### src/rtl/sr_pulse_driver_pkg.sv
// Shared types and sizing helpers for the S/R latch pulse driver.
package sr_pulse_pkg;

  typedef enum logic [1:0] {
    IDLE = 2'd0,
    SET  = 2'd1,
    RSTP = 2'd2,
    GAP  = 2'd3
  } state_t;

  localparam int DEF_PW_CYCLES  = 3;
  localparam int DEF_GAP_CYCLES = 2;

  // Counter must hold the larger of the two reload values; never narrower than 1 bit.
  function automatic int cnt_width(input int pw, input int gap);
    int m;
    int w;
    m = (pw > gap) ? pw : gap;
    w = $clog2(m + 1);
    return (w < 1) ? 1 : w;
  endfunction

endpackage

### src/rtl/sr_pulse_driver_if.sv
// Bundle of per-channel request, latch-line and status signals for sr_pulse_driver.
interface sr_pulse_driver_if #(
  parameter int CH = 4
);
  logic [CH-1:0] set_req;
  logic [CH-1:0] rst_req;
  logic [CH-1:0] q_rb;
  logic [CH-1:0] s_n;
  logic [CH-1:0] r_n;
  logic [CH-1:0] busy;
  logic [CH-1:0] done;
  logic [CH-1:0] conflict;
  logic [CH-1:0] q_exp;
  logic [CH-1:0] q_valid;
  logic [CH-1:0] err;

  // Controller/latch side.
  modport master (
    output set_req, rst_req, q_rb,
    input  s_n, r_n, busy, done, conflict, q_exp, q_valid, err
  );

  // Driver side.
  modport slave (
    input  set_req, rst_req, q_rb,
    output s_n, r_n, busy, done, conflict, q_exp, q_valid, err
  );
endinterface

### src/rtl/sr_pulse_driver_chan.sv
// Single-channel pulse FSM: registered active-low pulse, post-pulse gap, expected-level tracking.
// Readback compare is present only when SR_PULSE_DRIVER_READBACK_EN is defined.
module sr_pulse_chan
  import sr_pulse_pkg::*;
#(
  parameter int PW_CYCLES  = DEF_PW_CYCLES,
  parameter int GAP_CYCLES = DEF_GAP_CYCLES
) (
  input  logic clk,
  input  logic rst,
  input  logic i_set_req,
  input  logic i_rst_req,
  input  logic i_q_rb,
  output logic o_s_n,
  output logic o_r_n,
  output logic o_busy,
  output logic o_done,
  output logic o_conflict,
  output logic o_q_exp,
  output logic o_q_valid,
  output logic o_err
);

  localparam int CW = cnt_width(PW_CYCLES, GAP_CYCLES);

  state_t          r_state, w_state_nxt;
  logic [CW-1:0]   r_cnt, w_cnt_nxt;
  logic            r_s_n, w_s_n_nxt;
  logic            r_r_n, w_r_n_nxt;
  logic            r_done, w_done_nxt;
  logic            r_conflict, w_conflict_nxt;
  logic            r_q_exp, w_q_exp_nxt;
  logic            r_q_valid, w_q_valid_nxt;

  always_comb begin
    w_state_nxt    = r_state;
    w_cnt_nxt      = r_cnt;
    w_s_n_nxt      = 1'b1;
    w_r_n_nxt      = 1'b1;
    w_done_nxt     = 1'b0;
    w_conflict_nxt = 1'b0;
    w_q_exp_nxt    = r_q_exp;
    w_q_valid_nxt  = r_q_valid;
    case (r_state)
      IDLE: begin
        if (i_set_req && !i_rst_req) begin
          w_state_nxt = SET;
          w_cnt_nxt   = CW'(PW_CYCLES - 1);
          w_s_n_nxt   = 1'b0;
        end else if (i_rst_req && !i_set_req) begin
          w_state_nxt = RSTP;
          w_cnt_nxt   = CW'(PW_CYCLES - 1);
          w_r_n_nxt   = 1'b0;
        end else if (i_set_req && i_rst_req) begin
          w_conflict_nxt = 1'b1;
        end
      end
      SET, RSTP: begin
        if (r_cnt == '0) begin
          // Both lines released here; the latch has been driven for the full width.
          w_q_exp_nxt   = (r_state == SET);
          w_q_valid_nxt = 1'b1;
          if (GAP_CYCLES > 0) begin
            w_state_nxt = GAP;
            w_cnt_nxt   = CW'(GAP_CYCLES - 1);
          end else begin
            w_state_nxt = IDLE;
            w_done_nxt  = 1'b1;
          end
        end else begin
          w_cnt_nxt = r_cnt - CW'(1);
          w_s_n_nxt = (r_state != SET);
          w_r_n_nxt = (r_state != RSTP);
        end
      end
      GAP: begin
        if (r_cnt == '0) begin
          w_state_nxt = IDLE;
          w_done_nxt  = 1'b1;
        end else begin
          w_cnt_nxt = r_cnt - CW'(1);
        end
      end
      default: w_state_nxt = IDLE;
    endcase
  end

  always_ff @(posedge clk) begin
    if (rst) begin
      r_state    <= IDLE;
      r_cnt      <= '0;
      r_s_n      <= 1'b1;
      r_r_n      <= 1'b1;
      r_done     <= 1'b0;
      r_conflict <= 1'b0;
      r_q_exp    <= 1'b0;
      r_q_valid  <= 1'b0;
    end else begin
      r_state    <= w_state_nxt;
      r_cnt      <= w_cnt_nxt;
      r_s_n      <= w_s_n_nxt;
      r_r_n      <= w_r_n_nxt;
      r_done     <= w_done_nxt;
      r_conflict <= w_conflict_nxt;
      r_q_exp    <= w_q_exp_nxt;
      r_q_valid  <= w_q_valid_nxt;
    end
  end

`ifdef SR_PULSE_DRIVER_READBACK_EN
  logic r_err;

  // Compare on the edge that enters IDLE so err is valid in the done cycle.
  always_ff @(posedge clk) begin
    if (rst) begin
      r_err <= 1'b0;
    end else if (w_done_nxt) begin
      r_err <= (i_q_rb != w_q_exp_nxt);
    end
  end

  assign o_err = r_err;
`else
  logic w_unused_q_rb;
  assign w_unused_q_rb = i_q_rb;
  assign o_err         = 1'b0;
`endif

  assign o_s_n      = r_s_n;
  assign o_r_n      = r_r_n;
  assign o_busy     = (r_state != IDLE);
  assign o_done     = r_done;
  assign o_conflict = r_conflict;
  assign o_q_exp    = r_q_exp;
  assign o_q_valid  = r_q_valid;

endmodule

### src/rtl/sr_pulse_driver.sv
// Multi-channel active-low S/R latch pulse driver; one independent sr_pulse_chan per latch.
// Optional readback checking: define SR_PULSE_DRIVER_READBACK_EN.
module sr_pulse_driver
  import sr_pulse_pkg::*;
#(
  parameter int CH         = 4,
  parameter int PW_CYCLES  = DEF_PW_CYCLES,
  parameter int GAP_CYCLES = DEF_GAP_CYCLES
) (
  input logic               clk,
  input logic               rst,
  sr_pulse_driver_if.slave  io_bus
);

  logic [CH-1:0] w_s_n;
  logic [CH-1:0] w_r_n;
  logic [CH-1:0] w_busy;
  logic [CH-1:0] w_done;
  logic [CH-1:0] w_conflict;
  logic [CH-1:0] w_q_exp;
  logic [CH-1:0] w_q_valid;
  logic [CH-1:0] w_err;

  for (genvar g = 0; g < CH; g++) begin : g_chan
    sr_pulse_chan #(
      .PW_CYCLES  (PW_CYCLES),
      .GAP_CYCLES (GAP_CYCLES)
    ) u_chan (
      .clk        (clk),
      .rst        (rst),
      .i_set_req  (io_bus.set_req[g]),
      .i_rst_req  (io_bus.rst_req[g]),
      .i_q_rb     (io_bus.q_rb[g]),
      .o_s_n      (w_s_n[g]),
      .o_r_n      (w_r_n[g]),
      .o_busy     (w_busy[g]),
      .o_done     (w_done[g]),
      .o_conflict (w_conflict[g]),
      .o_q_exp    (w_q_exp[g]),
      .o_q_valid  (w_q_valid[g]),
      .o_err      (w_err[g])
    );
  end

  assign io_bus.s_n      = w_s_n;
  assign io_bus.r_n      = w_r_n;
  assign io_bus.busy     = w_busy;
  assign io_bus.done     = w_done;
  assign io_bus.conflict = w_conflict;
  assign io_bus.q_exp    = w_q_exp;
  assign io_bus.q_valid  = w_q_valid;
  assign io_bus.err      = w_err;

endmodule

### src/flat_wrapper.sv
// flat-port wrapper written by rule: the top's interface ports become plain ports
module sr_pulse_driver_flat import sr_pulse_pkg::*;
#(
  parameter int CH         = 4,
  parameter int PW_CYCLES  = DEF_PW_CYCLES,
  parameter int GAP_CYCLES = DEF_GAP_CYCLES
)
  (clk, rst, io_bus_set_req, io_bus_rst_req, io_bus_q_rb, io_bus_s_n, io_bus_r_n, io_bus_busy, io_bus_done, io_bus_conflict, io_bus_q_exp, io_bus_q_valid, io_bus_err);
  sr_pulse_driver_if #(.CH(CH)) io_bus_i ();
  input logic clk;
  input logic rst;
  input wire logic [$bits(io_bus_i.set_req)-1:0] io_bus_set_req;
  input wire logic [$bits(io_bus_i.rst_req)-1:0] io_bus_rst_req;
  input wire logic [$bits(io_bus_i.q_rb)-1:0] io_bus_q_rb;
  output wire logic [$bits(io_bus_i.s_n)-1:0] io_bus_s_n;
  output wire logic [$bits(io_bus_i.r_n)-1:0] io_bus_r_n;
  output wire logic [$bits(io_bus_i.busy)-1:0] io_bus_busy;
  output wire logic [$bits(io_bus_i.done)-1:0] io_bus_done;
  output wire logic [$bits(io_bus_i.conflict)-1:0] io_bus_conflict;
  output wire logic [$bits(io_bus_i.q_exp)-1:0] io_bus_q_exp;
  output wire logic [$bits(io_bus_i.q_valid)-1:0] io_bus_q_valid;
  output wire logic [$bits(io_bus_i.err)-1:0] io_bus_err;
  assign io_bus_i.set_req = io_bus_set_req;
  assign io_bus_i.rst_req = io_bus_rst_req;
  assign io_bus_i.q_rb = io_bus_q_rb;
  assign io_bus_s_n = io_bus_i.s_n;
  assign io_bus_r_n = io_bus_i.r_n;
  assign io_bus_busy = io_bus_i.busy;
  assign io_bus_done = io_bus_i.done;
  assign io_bus_conflict = io_bus_i.conflict;
  assign io_bus_q_exp = io_bus_i.q_exp;
  assign io_bus_q_valid = io_bus_i.q_valid;
  assign io_bus_err = io_bus_i.err;
  sr_pulse_driver #(.CH(CH), .PW_CYCLES(PW_CYCLES), .GAP_CYCLES(GAP_CYCLES)) u_core (.clk(clk), .rst(rst), .io_bus(io_bus_i));
endmodule
### config.mk
export PLATFORM = sky130hd
export DESIGN_NAME = sr_pulse_driver_flat
export DESIGN_NICKNAME = d
export VERILOG_FILES = /design/src/rtl/sr_pulse_driver_pkg.sv /design/src/rtl/sr_pulse_driver_if.sv /design/src/rtl/sr_pulse_driver_chan.sv /design/src/rtl/sr_pulse_driver.sv /design/src/flat_wrapper.sv
export SDC_FILE = /design/constraint.sdc
export NUM_CORES = 1
export LEC_CHECK = 0
export BUFFER_PORTS_ARGS = -buffer_cell sky130_fd_sc_hd__buf_2
export CAP_MARGIN = 20
export CORE_MARGIN = 2
export CORE_UTILIZATION = 50
export CTS_BUF_LIST = sky130_fd_sc_hd__clkbuf_4 sky130_fd_sc_hd__clkbuf_8 sky130_fd_sc_hd__clkbuf_16
export DETAILED_ROUTE_END_ITERATION = 7
export PLACE_DENSITY_LB_ADDON = 0.2
export SETUP_SLACK_MARGIN = 0.4
export SLEW_MARGIN = 10
export SYNTH_ARGS = -nofsm -noshare
export SYNTH_HDL_FRONTEND = slang
export SYNTH_HIERARCHICAL = 1
export SYNTH_SLANG_ARGS = --single-unit
### constraint.sdc
create_clock -name clk -period 2.6 [get_ports clk]
set_input_delay 0.13 -clock clk [delete_from_list [all_inputs] [get_ports clk]]
set_output_delay 0.13 -clock clk [all_outputs]
set_load 0.05 [all_outputs]
# == Word level (Yosys, flattened, before mapping) ==
# Cells that the tools add are included.
# word_totals
regBits,40
input_bits,14
out_inout_bits,32
word_cells,208
# op_classes
n_addsub,4
eq_ne,36
n_mux,72
bitwise,8
n_reduce_logical,56
# op_table
cell,count
2-bit two-way mux,28
2-bit case mux with 3 select lines,8
"2-bit inequality test, second input constant",16
1-bit two-way mux,28
"2-bit equality test, second input constant",8
2-bit logical NOT,8
1-bit case mux with 2 select lines,8
2-bit AND reduction,8
2-bit OR reduction,8
4-bit OR reduction,4
1-bit logical AND,12
"3-bit inequality test, second input constant",4
3-bit AND reduction,4
"2-bit by 1-bit equality test with 1-bit output, second input constant",4
1-bit logical NOT,8
"2-bit by 1-bit inequality test with 1-bit output, second input constant",4
1-bit NOT,8
2-bit nonzero test,4
"2-bit by 1-bit subtractor with 2-bit output, second input constant",4

# == Logic depth before layout (Yosys ltp) ==
# Gate-level depths: netlist of the first run.
# logic_depth
word_depth,5
ltp_mapped,5
depth_no_buf,5

# == By module ==
# The synthesis of the first run kept the hierarchy.
# modules_own_cells
mod,instances,cells_each,area_each_um2,seq_area_each_um2
sr_pulse_chan,4,64,581.8,200.2

# == Worst setup path after synthesis of the first run ==
# No wires, ideal clock.
# synth_timing
path_kind,flip-flop to flip-flop
from,register u_core.g_chan[0].u_chan.r_state[0]
to,register u_core.g_chan[0].u_chan.r_cnt[0]
setup_ns,0.070
t_arrival_ns,1.413
required_ns,2.530
slack_ns,1.117
path_stages_with_launch,6
path_buffers,0
synth_period_minus_slack_ns,1.483
path_cell_list,dfxtp_1 -> inv_1 -> ha_1 -> nand2_1 -> a2111o_1 -> a21oi_1
# synth_via
elab_chain_cells,3
# synth_rtl
item,line,source
"start, declared",sr_pulse_driver_chan.sv:26,"state_t r_state, w_state_nxt;"
"start signal, assigned",sr_pulse_driver_chan.sv:99,r_state <= w_state_nxt;
2-bit by 1-bit equality test with 1-bit output (tied with other cells),sr_pulse_driver_chan.sv:44,case (r_state)
2-bit OR reduction (tied with other cells),sr_pulse_driver_chan.sv:44,
2-bit case mux with 3 select lines or 2-bit AND reduction (tied branches),n/a,
"end signal, assigned",sr_pulse_driver_chan.sv:100,r_cnt <= w_cnt_nxt;
"end, declared",sr_pulse_driver_chan.sv:27,"logic [CW-1:0] r_cnt, w_cnt_nxt;"
# Parallel ways exist; a longest one is shown, timed or not.
# A chain may end at the register's enable or synchronous reset.

# == Worst setup path after layout of the first run ==
# layout_timing
from,register u_core.g_chan[3].u_chan.r_state[0]
to,register u_core.g_chan[3].u_chan.r_state[0]
# layout_via
elab_chain_cells,4
# layout_rtl
item,line
"start, declared",sr_pulse_driver_chan.sv:26
"start signal, assigned",sr_pulse_driver_chan.sv:99
2-bit by 1-bit equality test with 1-bit output or 2-bit equality test (tied branches),sr_pulse_driver_chan.sv:44
2-bit OR reduction,sr_pulse_driver_chan.sv:44
2-bit inequality test (no source line),n/a
3-bit AND reduction (no source line),n/a
# Parallel ways exist; a longest one is shown, timed or not.

==> results.json, run 1 <==
{
  "clock-root-buffer": "clkbuf_8",
  "synth_area_leaders": "dfxtp_1, ha_1, mux2i_1",
  "ys_seq_area_frac": 0.344,
  "portBuffers": 37,
  "multiInputGateArea_sq_um": 1360,
  "synthFlopType": "dfxtp_1",
  "r2r_cells": 5,
  "area_growth_syn_to_layout_pct": 13.0,
  "preCtsSetupSlack_ps": 876,
  "dieHeight_microns": 72.2,
  "hold_depth": 3,
  "maxSlewHeadroom": 0.604,
  "slowest_stage": "ha_1",
  "grtUsageTotal": 0.168,
  "cts_buffers": 5,
  "ys_warn_count": 6,
  "grt_pass1_wl_microns": 7000,
  "drtAntennaViolNets": 0,
  "syn_nets": 314,
  "overflow": 0,
  "clkSlewWorstSetupHoldPaths_ps": 80,
  "drt-total-wl_microns": 4060,
  "cp-end-kind": "flip-flop",
  "initial_core_util": 0.527,
  "firstDrtPassIters": 4,
  "status": "complete, no violations",
  "layout_common_cells": "ha_1, dfxtp_1, buf_2",
  "mappedNetlistArea_sq_um": 2330,
  "drtIter0Drc": 77,
  "die_w_microns": 72.2,
  "yosysUniqueCellTypes": 22,
  "worstPathCellList": "inv_1 -> ha_1 -> nor2_1 -> o21ai_0 -> mux2i_1",
  "gp_congestion": 0.829,
  "ios": 46,
  "diodes": 0,
  "cts_resized": 0,
  "grt_max_degree": 33,
  "core_area_sq_um": 4410,
  "hold_violations": 0,
  "h-tree-depth": 2,
  "slew_viol_final": 0,
  "critPathArrivalTime_ps": 1960,
  "antenna_found_initial": 0,
  "clock_latency_ps": 290,
  "synth_top_area_share": 0.344,
  "tightest_slew_ps": 593,
  "wl_per_cell_microns": 11.8,
  "hp-class": "primary input to flip-flop",
  "rsz0062_at_grt": "false",
  "fmaxAchievable_ghz": 0.579,
  "seq_area_sq_um": 801,
  "synthCells": 256,
  "num_vias": 1790,
  "slowest_delay_ps": 440,
  "r2r_start": "u_core/g_chan[3].u_chan/r_state[0]",
  "criticalPathCategory": "flip-flop to flip-flop",
  "cts_tree": "yes",
  "post-route-period-util": 0.665,
  "power.leakage_nw": 1.28,
  "fin_nets": 350,
  "cellPowerDensity_nw_per_um2": 1210,
  "crit_start": "u_core/g_chan[3].u_chan/r_state[0]",
  "postCtsSetupBuffers": 0,
  "viasPerCell": 5.19,
  "grt_pass1_vias": 1662,
  "post-route-drc-count": 0,
  "clock_sinks": 40,
  "setup_viol": 0,
  "maxCapViolCount": 0,
  "row_count": 24,
  "hpwl_microns": 3010,
  "path_buf_inv": 1,
  "final_common_cell": "ha_1",
  "setup.worst_path.end": "u_core/g_chan[3].u_chan/r_state[0]",
  "r2r_end": "u_core/g_chan[3].u_chan/r_state[0]",
  "required_ps": 2830,
  "clockBufferDepth": 2,
  "cp_top_family": "adder cells",
  "placedCellCount": 337,
  "synth-seq-cells": 40,
  "reg2reg_slack_ps": 870,
  "final_cells": 345,
  "min_period_ps": 1730,
  "cp.depth": 5,
  "fin_ws_ps": 872,
  "syn_avg_cell_area_sq_um": 9.09,
  "path_max_fanout": 8,
  "dieArea_sq_um": 5220,
  "hold_buffers": 0,
  "synth_edf_count": 0,
  "synth_top_area_cell": "dfxtp_1",
  "start_kind": "flip-flop",
  "nFillCells": 400,
  "ir_worst_vdd_v": 0.000626,
  "fin_skew_ps": 7.60,
  "drive_gt1_frac": 0.154,
  "async_flop_share": 0,
  "tns_ps": 0
}
-- stage by stage --
step                      power (mW)  cell area, sq um  hold slack [ps]  utilization
after floorplan                 2.39              2330              371            -
after global placement          2.73              2530              444        0.574
after detailed placement        2.75              2530              450        0.574
after CTS                       3.21              2630              186        0.596
after global routing            3.44              2630              205        0.596
final                           3.19              2630              192        0.596
-- cells in the mapped netlist (12+ instances only) --
| library cell | n |
|---|---|
| nand2_1 | 28 |
| a21oi_1 | 12 |
| nor2_1 | 16 |
| o211ai_1 | 12 |
| mux2i_1 | 16 |
| dfxtp_1 | 40 |
| inv_1 | 32 |
| ha_1 | 44 |
-- final cells by class --
type | instances | share of cell area
well taps | 52 | 0.0247
repair buffers | 37 | 0.0704
clock buffers | 7 | 0.0343
flip-flops and latches | 40 | 0.304
inverters | 32 | 0.0457
clock inverters | 1 | 0.00285
multi-input cells | 176 | 0.518
-- sequential cells by signal, summed over array words and instances, names as in the netlist --
register                         count
u_core/g_chan.u_chan/r_cnt           8
u_core/g_chan.u_chan/r_state         8
u_core/g_chan.u_chan/o_conflict      4
u_core/g_chan.u_chan/o_done          4
u_core/g_chan.u_chan/o_q_exp         4
u_core/g_chan.u_chan/o_q_valid       4
u_core/g_chan.u_chan/o_r_n           4
u_core/g_chan.u_chan/o_s_n           4
-- worst reg2reg max path, cell delays in order, from the launching register on --
cell and delay (ps):
dfxtp_1 420, inv_1 110, ha_1 440, nor2_1 80, o21ai_0 380, mux2i_1 220
-- power breakdown --
part           leakage [nW]  internal (mW)  switching (mW)
sequential            0.328          0.796           0.123
combinational         0.901          0.597            1.23
clock                0.0479          0.226           0.217
-- layer usage --
layer | share of wire | track usage | wire (microns)
met2 | 0.47 | 0.284 | 1920
met3 | 0.038 | 0.0389 | 153
met5 | 0 | 0 | 0
met1 | 0.47 | 0.201 | 1910
met4 | 0.018 | 0.0755 | 73
-- worst min path at each step --
| stage | startpoint | end |
|---|---|---|
| floorplan | io_bus_rst_req[0] | u_core/g_chan[0].u_chan/o_r_n |
| global placement | u_core/g_chan[1].u_chan/o_q_exp | u_core/g_chan[1].u_chan/o_q_exp |
| detailed placement | u_core/g_chan[3].u_chan/o_q_exp | u_core/g_chan[3].u_chan/o_q_exp |
| CTS | io_bus_rst_req[1] | u_core/g_chan[1].u_chan/o_r_n |
| global route | io_bus_rst_req[3] | u_core/g_chan[3].u_chan/o_r_n |
| finish | io_bus_rst_req[3] | u_core/g_chan[3].u_chan/o_r_n |
-- logic make-up after synthesis --
family	count (synthesis)	share of synthesized area
compound gates	48	0.148
fa+ha+maj	44	0.237
buf+inv	40	0.0710
flops	40	0.344
mux	16	0.0688
other cells	4	0.00645
simple gates	64	0.125
No activity file was read; power rests on OpenSTA's default activity.
==> run 2: changes to the inputs <==
==> constraint.sdc (replaced) <==
create_clock -name clk -period 1.6 [get_ports clk]
set_input_delay 0.08 -clock clk [delete_from_list [all_inputs] [get_ports clk]]
set_output_delay 0.08 -clock clk [all_outputs]
set_load 0.05 [all_outputs]
==> results.json, run 2 (synthesis gave the netlist of run 1 again) <==
{
  "status": "complete, no violations",
  "comb_power_share": 0.675,
  "maxCapViolCount": 0,
  "power_frac_seq": 0.224,
  "row_count": 24,
  "clkSlewWorstSetupHoldPaths_ps": 80,
  "ios": 46,
  "layout_common_cells": "buf_2, ha_1, buf_4",
  "clkPwrFrac": 0.101,
  "cts_tree": "yes",
  "area_growth_syn_to_layout_pct": 41.1,
  "overflow": 0,
  "critPathArrivalTime_ps": 1650,
  "dieHeight_microns": 72.2,
  "clock_sinks": 40,
  "required_ps": 1830,
  "ir_worst_vdd_v": 0.00120,
  "viasPerCell": 5.25,
  "hold_buffers": 0,
  "whs_ps": 157,
  "diodes": 0,
  "grtUsageTotal": 0.201,
  "cellPowerDensity_nw_per_um2": 2190,
  "core_area_sq_um": 4410,
  "dieArea_sq_um": 5220,
  "grt_pass1_vias": 1890,
  "power.leakage_nw": 1.49,
  "final_cell_area_sq_um": 3280,
  "largestRegisters": "u_core/g_chan.u_chan/r_cnt x8, u_core/g_chan.u_chan/r_state x8",
  "slowest_delay_ps": 380,
  "antenna_found_initial": 0,
  "post-route-period-util": 0.889,
  "fin_nets": 382,
  "setup_viol": 0,
  "gp_congestion": 0.784,
  "drive_gt1_frac": 0.468,
  "post-route-util": 0.744,
  "post-route-drc-count": 0,
  "wl_per_cell_microns": 14.0,
  "clockBufferDepth": 2,
  "nFillCells": 299,
  "path_max_fanout": 5,
  "die_w_microns": 72.2,
  "slew_viol_final": 0,
  "num_vias": 1981,
  "placed_cell_area_sq_um": 2710,
  "fmaxAchievable_ghz": 0.703,
  "clock-root-buffer": "clkbuf_8",
  "drt-total-wl_microns": 5280,
  "fin_skew_ps": 3.46,
  "worstPathCellList": "inv_2 -> ha_4 -> a22o_4 -> a2111o_1 -> a21oi_2",
  "initial_core_util": 0.527,
  "start_kind": "flip-flop",
  "criticalPathCategory": "flip-flop to flip-flop",
  "grt_max_degree": 21,
  "grt_pass1_wl_microns": 8380,
  "tns_ps": 0,
  "slowest_stage": "dfxtp_4",
  "h-tree-depth": 2,
  "power.internal_mw": 3.95,
  "hold_violations": 0,
  "portBuffers": 37,
  "cp-end-kind": "flip-flop",
  "firstDrtPassIters": 4,
  "clock_latency_ps": 290,
  "drtIter0Drc": 74,
  "rsz0062_at_grt": "true",
  "min_period_ps": 1420,
  "p_sw_frac": 0.451,
  "cts_buffers": 5,
  "hp-class": "primary input to flip-flop",
  "power_switching_mw": 3.25,
  "final_common_cell": "buf_2",
  "drtAntennaViolNets": 0,
  "hpwl_microns": 3280
}
-- run 2: metrics by stage --
step	instances	power, mW	worst slack (ps)
after floorplan	256	4.36	277
after global placement	340	5.00	164
after detailed placement	340	5.05	120
after CTS	368	6.63	208
after global routing	377	7.63	143
final	377	7.21	177
-- run 2: area by class of cell --
type	instances	area, sq um	area share
Multi-Input combinational cell	176	1650	0.502
Sequential cell	40	841	0.256
Timing Repair Buffer	69	488	0.149
Inverter	32	143	0.0434
Clock buffer	8	97.6	0.0297
Tap cell	52	65.1	0.0198
-- run 2: critical path, delay by kind of cell (launching register included) --
kind / cells / cell delay [ps]
flip-flops: 1 / 380
buffers and inverters: 1 / 60
AO/OA/AOI/OAI: 3 / 750
adder cells (fa/ha/maj): 1 / 170
-- run 2: path summary, 6_finish.rpt --
| path | start | slack (ps) | end | cells after the start |
|---|---|---|---|---|
| worst max-delay path | u_core/g_chan[2].u_chan/r_state[1] | 180 | u_core/g_chan[2].u_chan/r_cnt[0] | 5 |
| worst min-delay path | io_bus_rst_req[1] | 160 | u_core/g_chan[1].u_chan/o_r_n | 3 |
| worst max register to register | u_core/g_chan[2].u_chan/r_state[1] | 180 | u_core/g_chan[2].u_chan/r_cnt[0] | 5 |
| worst min register to register | u_core/g_chan[2].u_chan/o_q_exp | 450 | u_core/g_chan[2].u_chan/o_q_exp | 2 |
-- run 2: power by group through the flow --
| stage | clock (mW) | combinational [mW] | sequential [mW] |
|---|---|---|---|
| 2_1_floorplan | 0 | 2.31 | 2.05 |
| 3_3_place_gp | 0 | 3.43 | 1.57 |
| 3_5_place_dp | 0 | 3.47 | 1.58 |
| 4_1_cts | 0.744 | 4.28 | 1.60 |
| 5_1_grt | 0.786 | 5.19 | 1.65 |
| 6_report | 0.727 | 4.87 | 1.61 |
-- run 2: timing repair --
| action | 4_1_cts | 5_1_grt |
|---|---|---|
| endpoints found under the setup margin | 20 | 24 |
| buffers inserted | 20 | 9 |
| gates resized for setup | 45 | 26 |
| pin swaps | 18 | 13 |
-- run 2: per-layer routing --
metal | routed length [microns] | global-route usage
met1 | 2330 | 0.244
met2 | 2700 | 0.354
met3 | 143 | 0.0306
met4 | 101 | 0.0797
met5 | 0 | 0
==> run 3: changes to the inputs <==
--- a/config.mk
+++ b/config.mk
@@ -11,7 +11,7 @@
 export CORE_UTILIZATION = 50
 export CTS_BUF_LIST = sky130_fd_sc_hd__clkbuf_4 sky130_fd_sc_hd__clkbuf_8 sky130_fd_sc_hd__clkbuf_16
 export DETAILED_ROUTE_END_ITERATION = 7
-export PLACE_DENSITY_LB_ADDON = 0.2
+export PLACE_DENSITY = 0.81
 export SETUP_SLACK_MARGIN = 0.4
 export SLEW_MARGIN = 10
 export SYNTH_ARGS = -nofsm -noshare
==> results.json, run 3 (synthesis gave the netlist of run 1 again) <==
{
  "diodes": 0,
  "hold_violations": 0,
  "die_w_microns": 72.2,
  "hpwl_microns": 3320,
  "clock_latency_ps": 310,
  "viasPerCell": 5.54,
  "post-route-period-util": 0.935,
  "path_max_fanout": 7,
  "dieArea_sq_um": 5220,
  "path_buf_inv": 1,
  "clock_sinks": 40,
  "total_power_mw": 8.56,
  "initial_core_util": 0.527,
  "final_common_cell": "buf_4",
  "rsz0062_at_grt": "true",
  "cp-end-kind": "flip-flop",
  "dieHeight_microns": 72.2,
  "hold_buffers": 0,
  "cp_top_family": "compound AO/OA/AOI/OAI gates",
  "critPathArrivalTime_ps": 1740,
  "gp_congestion": 0.794,
  "h-tree-depth": 2,
  "power.leakage_nw": 1.63,
  "cts_tree": "yes",
  "grt_pass1_wl_microns": 9550,
  "drive_gt1_frac": 0.524,
  "post-route-util": 0.819,
  "fmaxAchievable_ghz": 0.669,
  "area_growth_syn_to_layout_pct": 55.4,
  "portBuffers": 37,
  "drtAntennaViolNets": 0,
  "firstDrtPassIters": 4,
  "fin_nets": 404,
  "worstPathCellList": "inv_2 -> ha_4 -> a22o_4 -> a2111o_1 -> a21oi_2",
  "slew_viol_final": 0,
  "slowest_delay_ps": 390,
  "tns_ps": 0,
  "ios": 46,
  "cellPowerDensity_nw_per_um2": 2370,
  "criticalPathCategory": "flip-flop to flip-flop",
  "whs_ps": 139,
  "setup_viol": 0,
  "maxCapViolCount": 0,
  "grt_max_degree": 18,
  "post-route-drc-count": 0,
  "wl_per_cell_microns": 17.2,
  "drtIter0Drc": 165,
  "ir_worst_vdd_v": 0.00140,
  "grt_pass1_vias": 2111,
  "overflow": 0,
  "start_kind": "flip-flop",
  "largestRegisters": "u_core/g_chan.u_chan/r_cnt x8, u_core/g_chan.u_chan/r_state x8",
  "cts_buffers": 5,
  "clockBufferDepth": 2,
  "required_ps": 1840,
  "hp-class": "primary input to flip-flop",
  "num_vias": 2209,
  "drt-total-wl_microns": 6850,
  "clock-root-buffer": "clkbuf_8",
  "core_area_sq_um": 4410,
  "antenna_found_initial": 0,
  "slowest_stage": "a2111o_1",
  "row_count": 24,
  "min_period_ps": 1500,
  "status": "complete, no violations",
  "layout_common_cells": "buf_4, buf_2, nand2_1, ha_1, dfxtp_1",
  "grtUsageTotal": 0.233,
  "clkSlewWorstSetupHoldPaths_ps": 90,
  "fin_skew_ps": 4.93
}
run 3: path summary, 6_finish.rpt:
path	slack, ps	start	cells after the start	to
worst max-delay path	100	u_core/g_chan[1].u_chan/r_cnt[1]	5	u_core/g_chan[1].u_chan/r_cnt[0]
worst min-delay path	140	io_bus_rst_req[3]	3	u_core/g_chan[3].u_chan/o_r_n
worst max register to register	100	u_core/g_chan[1].u_chan/r_cnt[1]	5	u_core/g_chan[1].u_chan/r_cnt[0]
worst min register to register	460	u_core/g_chan[0].u_chan/o_q_exp	2	u_core/g_chan[0].u_chan/o_q_exp
run 3: per-stage QoR:
stage	area (sq um)	setup WS, ps	cells
floorplan	2480	277	256
global placement	2700	167	339
detailed placement	2700	122	339
CTS	3330	221	380
global route	3620	82.2	399
finish	3620	104	399
run 3: power by group:
group	internal, mW	total, mW	switching [mW]
Sequential	1.36	1.61	0.252
Clock	0.780	1.17	0.388
Combinational	2.70	5.78	3.08
Total	4.84	8.56	3.72
run 3: cell type report:
type	instances	area (sq um)
Timing Repair Buffer	91	688
Inverter	32	150
Multi-Input combinational cell	176	1710
Sequential cell	40	841
Clock inverter	3	90.1
Clock buffer	5	68.8
Tap cell	52	65.1
Fill cell	242	797
run 3: what timing repair did:
action | CTS | global route
endpoints found under the setup margin | 20 | 26
resized for setup | 57 | 35
pin swaps | 16 | 18
buffers inserted | 33 | 19
run 3: metal layers:
metal	GRT usage	part of all wire	vias to the layer above	routed length, microns
li1	-	-	1032	-
met4	0.0985	0.028	0	194
met3	0.0500	0.058	20	394
met5	0	0	-	0
met1	0.262	0.39	1078	2680
met2	0.423	0.52	79	3590
run 3: worst register-to-register path, cell delays in order (launching register included):
cell	delay (ps)
dfxtp_2	370
inv_2	70
ha_4	190
a22o_4	260
a2111o_1	390
a21oi_2	150
